<file path="config.mk">
export PLATFORM = sky130hd
export DESIGN_NAME = uart_dbg_bridge
export DESIGN_NICKNAME = d
export VERILOG_FILES = /design/src/rtl/uart_dbg_pkg.sv /design/src/rtl/uart_dbg_rx.sv /design/src/rtl/uart_dbg_bridge.sv
export SDC_FILE = /design/constraint.sdc
export NUM_CORES = 1
export LEC_CHECK = 0
export CORE_MARGIN = 4
export CORE_UTILIZATION = 25
export DETAILED_ROUTE_END_ITERATION = 7
export REMOVE_ABC_BUFFERS = 1
export SETUP_SLACK_MARGIN = 0.4
export SYNTH_ARGS = -nofsm -noshare
export SYNTH_HDL_FRONTEND = slang
export SYNTH_SLANG_ARGS = --single-unit
</file>
<file path="constraint.sdc">
create_clock -name clk_i -period 3 [get_ports clk_i]
set_clock_uncertainty 0.1 [all_clocks]
set_input_delay 0.6 -clock clk_i [delete_from_list [all_inputs] [get_ports clk_i]]
set_output_delay 0.6 -clock clk_i [all_outputs]
set_load 0.05 [all_outputs]
</file>
<file path="src/rtl/uart_dbg_pkg.sv">
// Shared definitions for the UART debug bridge: opcodes, response codes,
// parser/receiver state encodings and the response frame builder.
package uart_dbg_pkg;

  typedef enum logic [2:0] {
    P_IDLE  = 3'd0,
    P_ADDR  = 3'd1,
    P_WDATA = 3'd2,
    P_START = 3'd3,
    P_WAIT  = 3'd4,
    P_CLEAR = 3'd5,
    P_RESP  = 3'd6
  } parser_state_t;

  typedef enum logic [1:0] {
    R_IDLE  = 2'd0,
    R_START = 2'd1,
    R_DATA  = 2'd2,
    R_STOP  = 2'd3
  } rx_state_t;

  localparam logic [3:0] OP_READ  = 4'h1;
  localparam logic [3:0] OP_WRITE = 4'h2;
  localparam logic [3:0] OP_CTRL  = 4'h3;
  localparam logic [3:0] OP_PING  = 4'h4;

  localparam logic [7:0] RESP_K    = 8'h4B;
  localparam logic [7:0] RESP_E    = 8'h45;
  localparam logic [7:0] RESP_PING = 8'hA5;

  localparam logic [1:0] SIZE_RSVD = 2'd3;

  localparam logic [5:0] RESP_BITS_SHORT = 6'd10;
  localparam logic [5:0] RESP_BITS_LONG  = 6'd50;

  // Five 8N1 frames packed LSB-first: code byte, then data LSB first.
  // Short responses just shift out the first 10 bits.
  function automatic logic [49:0] resp_frames(input logic [7:0] code, input logic [31:0] data);
    return {1'b1, data[31:24], 1'b0,
            1'b1, data[23:16], 1'b0,
            1'b1, data[15:8],  1'b0,
            1'b1, data[7:0],   1'b0,
            1'b1, code,        1'b0};
  endfunction

endpackage

</file>
<file path="src/rtl/uart_dbg_rx.sv">
// 8N1 UART receiver with a two-flop synchroniser. Emits a one-cycle rx_valid
// per good byte, or a one-cycle rx_frame_err when the stop bit reads low.
module uart_dbg_rx
  import uart_dbg_pkg::*;
#(
  parameter int CLKS_PER_BIT = 434
) (
  input  logic       clk,
  input  logic       rst,
  input  logic       rx_async,
  output logic [7:0] rx_byte,
  output logic       rx_valid,
  output logic       rx_frame_err
);

  localparam int CW = $clog2(CLKS_PER_BIT);
  localparam logic [CW-1:0] BIT_LAST  = CW'(CLKS_PER_BIT - 1);
  localparam logic [CW-1:0] HALF_LAST = CW'(CLKS_PER_BIT / 2 - 1);

  rx_state_t     state;
  logic          sync1, sync2, prev;
  logic [CW-1:0] cnt;
  logic [2:0]    bit_idx;
  logic [7:0]    shreg;

  always_ff @(posedge clk) begin
    if (rst) begin
      sync1        <= 1'b1;
      sync2        <= 1'b1;
      prev         <= 1'b1;
      state        <= R_IDLE;
      cnt          <= '0;
      bit_idx      <= '0;
      shreg        <= '0;
      rx_byte      <= '0;
      rx_valid     <= 1'b0;
      rx_frame_err <= 1'b0;
    end else begin
      sync1        <= rx_async;
      sync2        <= sync1;
      prev         <= sync2;
      rx_valid     <= 1'b0;
      rx_frame_err <= 1'b0;
      case (state)
        // A true high-to-low edge is required, so a held-low break line
        // after a framing error does not retrigger.
        R_IDLE: begin
          cnt <= '0;
          if (prev && !sync2) state <= R_START;
        end
        R_START: begin
          if (cnt == HALF_LAST) begin
            cnt     <= '0;
            bit_idx <= '0;
            state   <= sync2 ? R_IDLE : R_DATA;
          end else begin
            cnt <= cnt + CW'(1);
          end
        end
        R_DATA: begin
          if (cnt == BIT_LAST) begin
            cnt     <= '0;
            shreg   <= {sync2, shreg[7:1]};
            bit_idx <= bit_idx + 3'd1;
            if (bit_idx == 3'd7) state <= R_STOP;
          end else begin
            cnt <= cnt + CW'(1);
          end
        end
        R_STOP: begin
          if (cnt == BIT_LAST) begin
            cnt   <= '0;
            state <= R_IDLE;
            if (sync2) begin
              rx_byte  <= shreg;
              rx_valid <= 1'b1;
            end else begin
              rx_frame_err <= 1'b1;
            end
          end else begin
            cnt <= cnt + CW'(1);
          end
        end
        default: state <= R_IDLE;
      endcase
    end
  end

endmodule

</file>
<file path="src/rtl/uart_dbg_bridge.sv">
// Host UART debug bridge: parses command frames, runs one external-master
// transaction at a time, owns bus-master/CPU reset/CPU halt, replies over UART.
module uart_dbg_bridge
  import uart_dbg_pkg::*;
#(
  parameter int CLKS_PER_BIT   = 434,
  parameter int TIMEOUT_CYCLES = 65535
) (
  input  logic        clk_i,
  input  logic        rst_i,
  input  logic        uart_rx_i,
  output logic        uart_tx_o,
  output logic [31:0] ext_tran_addr_o,
  output logic [31:0] ext_tran_data_o,
  output logic [1:0]  ext_tran_size_o,
  output logic        ext_tran_write_o,
  output logic        ext_tran_start_o,
  output logic        ext_tran_clear_o,
  input  logic [31:0] ext_tran_data_i,
  input  logic        ext_tran_ready_i,
  output logic        bus_master_o,
  output logic        cpu_rst_o,
  output logic        cpu_halt_o
);

  localparam int CW = $clog2(CLKS_PER_BIT);
  localparam logic [CW-1:0] BIT_LAST = CW'(CLKS_PER_BIT - 1);
  localparam int TW = $clog2(TIMEOUT_CYCLES + 1);
  localparam logic [TW-1:0] TMO_LAST = TW'(TIMEOUT_CYCLES - 1);

  logic [7:0] rx_byte;
  logic       rx_valid;
  logic       rx_frame_err;

  uart_dbg_rx #(
    .CLKS_PER_BIT(CLKS_PER_BIT)
  ) u_rx (
    .clk         (clk_i),
    .rst         (rst_i),
    .rx_async    (uart_rx_i),
    .rx_byte     (rx_byte),
    .rx_valid    (rx_valid),
    .rx_frame_err(rx_frame_err)
  );

  parser_state_t state;
  logic [3:0]    op_q;
  logic [1:0]    size_q;
  logic [1:0]    byte_cnt;
  logic [31:0]   addr_q;
  logic [31:0]   wdata_q;
  logic [TW-1:0] tmo_cnt;
  logic [49:0]   tx_shift;
  logic [5:0]    tx_bits_left;
  logic [CW-1:0] tx_cnt;

  logic [31:0] addr_next;
  logic [31:0] wdata_next;
  logic        launch_ok;

  // Operands arrive LSB first, so each byte enters at the MSB end.
  assign addr_next  = {rx_byte, addr_q[31:8]};
  assign wdata_next = {rx_byte, wdata_q[31:8]};
  assign launch_ok  = bus_master_o && (size_q != SIZE_RSVD);

  always_ff @(posedge clk_i) begin
    if (rst_i) begin
      state            <= P_IDLE;
      op_q             <= '0;
      size_q           <= '0;
      byte_cnt         <= '0;
      addr_q           <= '0;
      wdata_q          <= '0;
      tmo_cnt          <= '0;
      tx_shift         <= '0;
      tx_bits_left     <= '0;
      tx_cnt           <= '0;
      uart_tx_o        <= 1'b1;
      ext_tran_addr_o  <= '0;
      ext_tran_data_o  <= '0;
      ext_tran_size_o  <= '0;
      ext_tran_write_o <= 1'b0;
      ext_tran_start_o <= 1'b0;
      ext_tran_clear_o <= 1'b0;
      bus_master_o     <= 1'b1;
      cpu_rst_o        <= 1'b1;
      cpu_halt_o       <= 1'b0;
    end else begin
      ext_tran_start_o <= 1'b0;
      ext_tran_clear_o <= 1'b0;
      if (state != P_RESP) tx_cnt <= '0;
      case (state)
        P_IDLE: begin
          if (rx_valid) begin
            op_q     <= rx_byte[7:4];
            size_q   <= rx_byte[1:0];
            byte_cnt <= '0;
            case (rx_byte[7:4])
              OP_READ, OP_WRITE: state <= P_ADDR;
              OP_CTRL: begin
                bus_master_o <= rx_byte[0];
                cpu_rst_o    <= rx_byte[1];
                cpu_halt_o   <= rx_byte[2];
                tx_shift     <= resp_frames(RESP_K, '0);
                tx_bits_left <= RESP_BITS_SHORT;
                state        <= P_RESP;
              end
              OP_PING: begin
                tx_shift     <= resp_frames(RESP_PING, '0);
                tx_bits_left <= RESP_BITS_SHORT;
                state        <= P_RESP;
              end
              default: begin
                tx_shift     <= resp_frames(RESP_E, '0);
                tx_bits_left <= RESP_BITS_SHORT;
                state        <= P_RESP;
              end
            endcase
          end
        end
        P_ADDR: begin
          if (rx_frame_err) begin
            state <= P_IDLE;
          end else if (rx_valid) begin
            addr_q   <= addr_next;
            byte_cnt <= byte_cnt + 2'd1;
            if (byte_cnt == 2'd3) begin
              if (op_q == OP_WRITE) begin
                state <= P_WDATA;
              end else if (launch_ok) begin
                ext_tran_addr_o  <= addr_next;
                ext_tran_data_o  <= '0;
                ext_tran_size_o  <= size_q;
                ext_tran_write_o <= 1'b0;
                ext_tran_start_o <= 1'b1;
                state            <= P_START;
              end else begin
                tx_shift     <= resp_frames(RESP_E, '0);
                tx_bits_left <= RESP_BITS_SHORT;
                state        <= P_RESP;
              end
            end
          end
        end
        P_WDATA: begin
          if (rx_frame_err) begin
            state <= P_IDLE;
          end else if (rx_valid) begin
            wdata_q  <= wdata_next;
            byte_cnt <= byte_cnt + 2'd1;
            if (byte_cnt == 2'd3) begin
              if (launch_ok) begin
                ext_tran_addr_o  <= addr_q;
                ext_tran_data_o  <= wdata_next;
                ext_tran_size_o  <= size_q;
                ext_tran_write_o <= 1'b1;
                ext_tran_start_o <= 1'b1;
                state            <= P_START;
              end else begin
                tx_shift     <= resp_frames(RESP_E, '0);
                tx_bits_left <= RESP_BITS_SHORT;
                state        <= P_RESP;
              end
            end
          end
        end
        // ready_i is deliberately not looked at while start is high.
        P_START: begin
          tmo_cnt <= '0;
          state   <= P_WAIT;
        end
        P_WAIT: begin
          if (ext_tran_ready_i) begin
            ext_tran_clear_o <= 1'b1;
            tx_shift         <= resp_frames(RESP_K, ext_tran_data_i);
            tx_bits_left     <= ext_tran_write_o ? RESP_BITS_SHORT : RESP_BITS_LONG;
            state            <= P_CLEAR;
          end else if (tmo_cnt == TMO_LAST) begin
            ext_tran_clear_o <= 1'b1;
            tx_shift         <= resp_frames(RESP_E, '0);
            tx_bits_left     <= RESP_BITS_SHORT;
            state            <= P_CLEAR;
          end else begin
            tmo_cnt <= tmo_cnt + TW'(1);
          end
        end
        P_CLEAR: state <= P_RESP;
        // All response frames form one bit stream, so bytes go out back to back.
        P_RESP: begin
          if (tx_cnt == '0) begin
            uart_tx_o    <= tx_shift[0];
            tx_shift     <= {1'b1, tx_shift[49:1]};
            tx_bits_left <= tx_bits_left - 6'd1;
          end
          if (tx_cnt == BIT_LAST) begin
            tx_cnt <= '0;
            if (tx_bits_left == 6'd0) state <= P_IDLE;
          end else begin
            tx_cnt <= tx_cnt + CW'(1);
          end
        end
        default: state <= P_IDLE;
      endcase
    end
  end

endmodule

</file>
==> reports/summary.txt, run 1 <==
drt pass-1 iters: 5
RSZ-0062 raised after global routing: yes
Setup TNS: 0 ns
CP max-delay cell: or4_1
placed inst area: 12400 um2
Data required, critical path: 3.31 ns
worst-path cell chain: ha_1 -> nand4_1 -> or4_1 -> a2111oi_4 -> and3_2 -> nor3_1
Detail Placement HPWL: 18000 um
synthesis-to-finish area growth: 24.3%
Final min period: 2.53 ns
die width: 216 um
Synth async-reset ratio: 0%
root buffer cell: clkbuf_16
Synth area leader: dfxtp_1
status: completed
Primary FF master, synth: dfxtp_1
Syn Area/Cell: 8.29 um2
HP Start: rst_i
Max Slew Vio Count: 0
FP Rows: 75
slowest stage delay, CP: 0.66 ns
Core Region: 42200 um2
fin area: 13400 um2
CP bufs+invs: 0
type of the most critical hold path: in -> reg
Synth top area share: 47.6%
DR iter-0 viols: 720
Die Ht: 216 um
worst skew pair latency: 0.56 ns
Least-Margin Pin Slew: 0.955 ns
IO Count: 109
CTS tree: done
CTS Sinks: 256
Netlist cell types: 69
htree depth: 1
vias per cell: 4.91
total number of vias: 9428
final weighted congestion in routability-driven placement: 0.772
reg2reg path depth: 6
Setup crit end kind: flop
CTS clk-pin slew, worst paths: 0.06 ns
total grt overflow: 0
Die Area: 46500 um2
Final nets: 1416
RR Endpoint: state[2]
Final Hold Fails: 0
Peak VDD IR: 0.000352 V
final setup violation count: 0
initial cell density of the core: 25.5%
initial antenna violation count: 1
mapped cell area: 10800 um2
max-cap viol count: 0
Post-route DRC: 0
Synth area leaders: dfxtp_1, a21oi_1, nand2_1
post-synthesis register bit count: 256
DRT Wirelength: 28000 um
Pwr Density: 525 nW/um2
vias in the first global route: 8840
leakage power: 4.14 nW
post-route ant nets: 0
Slew HR: 36.3%
Hold Path End: u_rx.rx_byte[2]
Final period util: 84.4%
Synth Warn #: 0
Worst EP arrival: 2.84 ns
fill count: 4377
Final Hold Slack: 0.296 ns
GRT Resource Usage Total: 11.6%
CP max FO: 8
CP delay by family, top: simple AND/OR/NAND/NOR gates
Post-synth EDFFs: 0
critical path class: reg -> reg
r2r startpoint: tmo_cnt[1]
largest net degree at the start of global routing: 86
Post-Route Utilization: 31.7%
commonest non-fill, non-tap cell in the layout: dfxtp_1
WHS Path Cells: 2
per-cell routed wire length: 14.6 um
sequential fraction of the synthesis area: 47.6%
commonest cells after routing, fill and taps aside: dfxtp_1, nand2_1, a21oi_1, clkdlybuf4s50_1, nor2_1
IO Port Bufs: 108
synthesized instance count: 1298
Reg2Reg Setup Slack: 0.47 ns
f_max: 0.395 GHz
first-pass GRT wire length: 46600 um
crit path launch type: flop
share of cells above drive strength 1: 8.18%
quantity of hold-fixing buffers added after cts: 0
Max clock buf depth: 3
Pwr Total: 7.03 mW
CTS Buf Count: 29
==> timing repair <==
item | CTS | global route
setup endpoints to repair | 16 | 62
pin swaps | 0 | 2
resized for setup | 1 | 4
setup buffers | 0 | 3
==> cell usage after synthesis (all sizes together), types with 6 or more instances <==
master	number
nor4	6
a211oi	44
nor2	96
o21ai	52
a311oi	33
nand4	14
ha	17
nand2b	8
dfxtp	256
nand2	227
buf	32
inv	22
or3	11
a22oi	33
a21oi	177
nand3	64
nor3	21
clkbuf	77
mux2i	14
and3	7
xor2	11
xnor2	11
==> flip-flops by register name, summed over array words and instances, names as in the netlist, 4 cells and up <==
register / count
wdata_q: 24
tmo_cnt: 16
tx_bits_left: 6
ext_tran_addr_o: 32
u_rx.cnt: 9
ext_tran_data_o: 32
tx_cnt: 9
u_rx.rx_byte: 8
addr_q: 32
tx_shift: 50
op_q: 4
u_rx.shreg: 8
==> area by class of cell <==
| type | count | area, um2 | area share (%) |
|---|---|---|---|
| Inverter | 22 | 82.6 | 0.617 |
| Multi-Input combinational cell | 911 | 5160 | 38.5 |
| Antenna cell | 1 | 2.50 | 0.0187 |
| Clock buffer | 42 | 825 | 6.16 |
| Clock inverter | 8 | 110 | 0.823 |
| Tap cell | 539 | 674 | 5.04 |
| Timing Repair Buffer | 143 | 1410 | 10.5 |
| Sequential cell | 256 | 5130 | 38.3 |
==> cell families after synthesis <==
kind of cell             after synthesis  share of synthesized area (%)
AND/OR/NAND/NOR                      480                           20.1
AO/OA/AOI/OAI                        377                           22.1
flip-flops                           256                           47.6
buffers and inverters                131                           5.04
XOR/XNOR                              22                           1.79
adder cells (fa/ha/maj)               18                           2.07
multiplexers                          14                           1.30
==> layer usage <==
layer	wire [um]	GRT usage, %	vias up
met5	0	0	-
met4	491	2.40	0
met3	1240	1.88	34
met2	13000	19.0	200
met1	13300	16.3	4469
li1	-	-	4725
==> worst reg2reg max path, cell delays in order, from the launching register on <==
cell and delay, ns:
dfxtp_1 0.42, ha_1 0.19, nand4_1 0.18, or4_1 0.66, a2111oi_4 0.53, and3_2 0.28, nor3_1 0.04
==> worst max path at each step <==
stage                     slack [ns]                  to             start  cells after the start
final                           0.47            state[2]        tmo_cnt[1]                      6
after CTS                       0.47          cpu_halt_o        cpu_halt_o                      1
after global routing            0.38            state[0]        tmo_cnt[1]                      6
after global placement          0.41     tx_bits_left[4]  ext_tran_ready_i                      8
after floorplan                -0.89  ext_tran_addr_o[0]          state[1]                      4
after detailed placement        0.36     tx_bits_left[5]  ext_tran_ready_i                      8
==> through the flow <==
step / setup slack [ns] / std cells
after floorplan: -0.894 / 1189
after global placement: 0.407 / 1868
after detailed placement: 0.365 / 1868
after CTS: 0.471 / 1918
after global routing: 0.384 / 1922
final: 0.467 / 1922
==> power by group <==
part           switching (mW)  internal, mW
logic                  0.0904        0.0637
registers             0.00577          3.41
clock network            1.39          2.07
total                    1.49          5.54
(Power assumes the default switching activity.)
==> run 2: changes to the inputs <==
- clock period: 3 -> 2.4 ns (I/O delays scaled with it)
==> run 2 against run 1 <==
Register-to-register slack got worse by 0.34 ns. Final cell count is 3.3% higher. Utilization increased by 2.6 points. First-iteration DRC count is 7.8% lower. Global-route usage is 0.59 points higher. Maximum frequency rose by 11%. Clock power grew 31%. Wire length grew 12%. Largest power group unchanged.
==> reports/summary.txt, run 2 (synthesis results as in run 1) <==
status: completed
initial cell density of the core: 25.5% (unchanged)
per-cell routed wire length: 15.9 um (+8.8%)
critical path class: reg -> reg
Final Hold Slack: 0.188 ns (-0.108 ns)
placed inst area: 12600 um2 (+1.3%)
sw power: 1.90 mW (+28%)
Setup crit end kind: flop
Slew HR: 52.8% (+16 points)
Final Hold Fails: 0 (unchanged)
CTS tree: done
area of the multi-input gates: 5500 um2 (+6.7%)
Post-Route Utilization: 34.3% (+2.6 points)
initial antenna violation count: 0 (-1)
vias per cell: 5.00 (+1.9%)
CTS clk-pin slew, worst paths: 0.06 ns (about the same)
fin worst setup slack: 0.122 ns (-0.345 ns)
Pwr Density: 619 nW/um2 (+18%)
crit path launch type: flop
RSZ-0062 raised after global routing: yes
Peak VDD IR: 0.000532 V (+51%)
CP max FO: 6 (-2)
die width: 216 um (unchanged)
Layout Cells excl Fill: 1985 (+3.3%)
Data required, critical path: 2.76 ns (-0.55 ns)
Max clock buf depth: 3 (unchanged)
final setup violation count: 0 (unchanged)
Die Ht: 216 um (unchanged)
Post-route DRC: 0 (unchanged)
f_max: 0.439 GHz (+11%)
largest net degree at the start of global routing: 67 (-22%)
fin area: 14500 um2 (+8.4%)
htree depth: 1 (unchanged)
synthesis-to-finish area growth: 34.7%
GRT Resource Usage Total: 12.2% (+0.59 points)
Final nets: 1478 (+4.4%)
first-pass GRT wire length: 48600 um (+4.3%)
Die Area: 46500 um2 (unchanged)
Largest Register: tx_shift
commonest non-fill, non-tap cell in the layout: dfxtp_1
drt pass-1 iters: 5 (unchanged)
worst skew pair latency: 0.56 ns (about the same)
CTS Buf Count: 29 (unchanged)
type of the most critical hold path: in -> reg
share of cells above drive strength 1: 21.0% (+13 points)
Detail Placement HPWL: 18300 um (+1.4%)
final weighted congestion in routability-driven placement: 0.836 (+8.3%)
IO Count: 109 (unchanged)
vias in the first global route: 9205 (+4.1%)
placed cells: 1887 (+1.0%)
P_int: 7.08 mW (+28%)
Logic pwr share: 2.2% (about the same)
IO Port Bufs: 108 (unchanged)
clock power share: 50.4% (+1.1 points)
root buffer cell: clkbuf_16
total number of vias: 9919 (+5.2%)
Final min period: 2.28 ns (-0.255 ns)
commonest cells after routing, fill and taps aside: dfxtp_1, nand2_1, a21oi_1, nor2_1, buf_4
switching part of the total power: 21.1% (about the same)
leakage power: 4.73 nW (+14%)
Max Slew Vio Count: 0 (unchanged)
fill count: 4308 (-1.6%)
Final period util: 94.9% (+10 points)
Core Region: 42200 um2 (unchanged)
Reg area: 5160 um2 (+0.68%)
setup slack at placement: 0.0923 ns (-0.273 ns)
post-route ant nets: 0 (unchanged)
FP Rows: 75 (unchanged)
DR iter-0 viols: 664 (-7.8%)
sequential power share: 47.4% (-1.1 points)
DRT Wirelength: 31500 um (+12%)
max-cap viol count: 0 (unchanged)
Reg2Reg Setup Slack: 0.12 ns (-0.34 ns)
CTS Sinks: 256 (unchanged)
Worst EP arrival: 2.64 ns (-0.20 ns)
Least-Margin Pin Slew: 0.708 ns (-0.247 ns)
total grt overflow: 0 (unchanged)
max reg flops: 50 (unchanged)
[run 2: cell types whose count changed in the layout (fill, tap and decap cells not counted), moves of 18 or more]
cell / delta
clkdlybuf4s50_1: -73
buf_4: +32
clkbuf_2: +19
clkdlybuf4s15_2: +42
buf_6: +18
[run 2: layout make-up]
class,instances,area share [%]
Multi-Input combinational cell,912,37.9
Sequential cell,256,35.6
Timing Repair Buffer,204,14.5
Clock buffer,41,5.80
Tap cell,539,4.65
Clock inverter,10,0.940
Inverter,22,0.569
Antenna cell,1,0.0173
[run 2: what timing repair did]
| item | 4_1_cts | 5_1_grt |
|---|---|---|
| hold buffers | 0 | 0 |
| buffers inserted | 19 | 13 |
| endpoints found under the setup margin | 274 | 185 |
| cloned | 4 | 10 |
| gates resized for setup | 219 | 109 |
| pin swaps | 23 | 60 |
[run 2: routing by layer]
metal / vias up / part of all wire (%) / routed length, um / GRT usage, %
met2: 243 / 48 / 15000 / 20.1
li1: 4858 / - / - / -
met4: 0 / 1.6 / 502 / 3.07
met3: 37 / 4.1 / 1290 / 1.86
met1: 4781 / 47 / 14700 / 16.8
met5: - / 0 / 0 / 0
[run 2: path summary, 6_finish.rpt]
| check | start | end | depth (start not counted) |
|---|---|---|---|
| hold / removal | rst_i | addr_q[4] | 2 |
| setup / recovery | tmo_cnt[0] | tx_shift[16] | 10 |
| setup reg to reg | tmo_cnt[0] | tx_shift[16] | 10 |
| hold reg to reg | ext_tran_data_o[1] | ext_tran_data_o[1] | 2 |
[run 2: through the flow]
stage / power [mW] / setup TNS, ns
2_1_floorplan: 4.40 / -227.59
6_report: 8.98 / 0
3_3_place_gp: 4.55 / 0
4_1_cts: 9.11 / 0
3_5_place_dp: 4.55 / 0
5_1_grt: 9.27 / -0.0833
[run 2: critical path, cell delays in order (launching register included)]
cell and delay (ns):
dfxtp_2 0.33, inv_2 0.07, ha_4 0.12, nand4_1 0.11, buf_4 0.18, nor4_4 0.37, o2111a_2 0.35, buf_12 0.14
clkbuf_16 0.14, a21oi_1 0.06, a211oi_1 0.21
[run 2: power groups by stage]
stage                     Sequential (mW)  Combinational, mW  Clock (mW)
after floorplan                      4.35             0.0498           0
final                                4.25              0.199        4.52
after detailed placement             4.36              0.192           0
after global routing                 4.25              0.218        4.80
after CTS                            4.26              0.194        4.65
after global placement               4.36              0.191           0
==> run 3: changes to the inputs <==
- HOLD_SLACK_MARGIN: not set -> 0.12
- SLEW_MARGIN: not set -> 20
==> results of run 3 <==
Same layout as run 2: the final DEF is identical, and so are final timing and power.
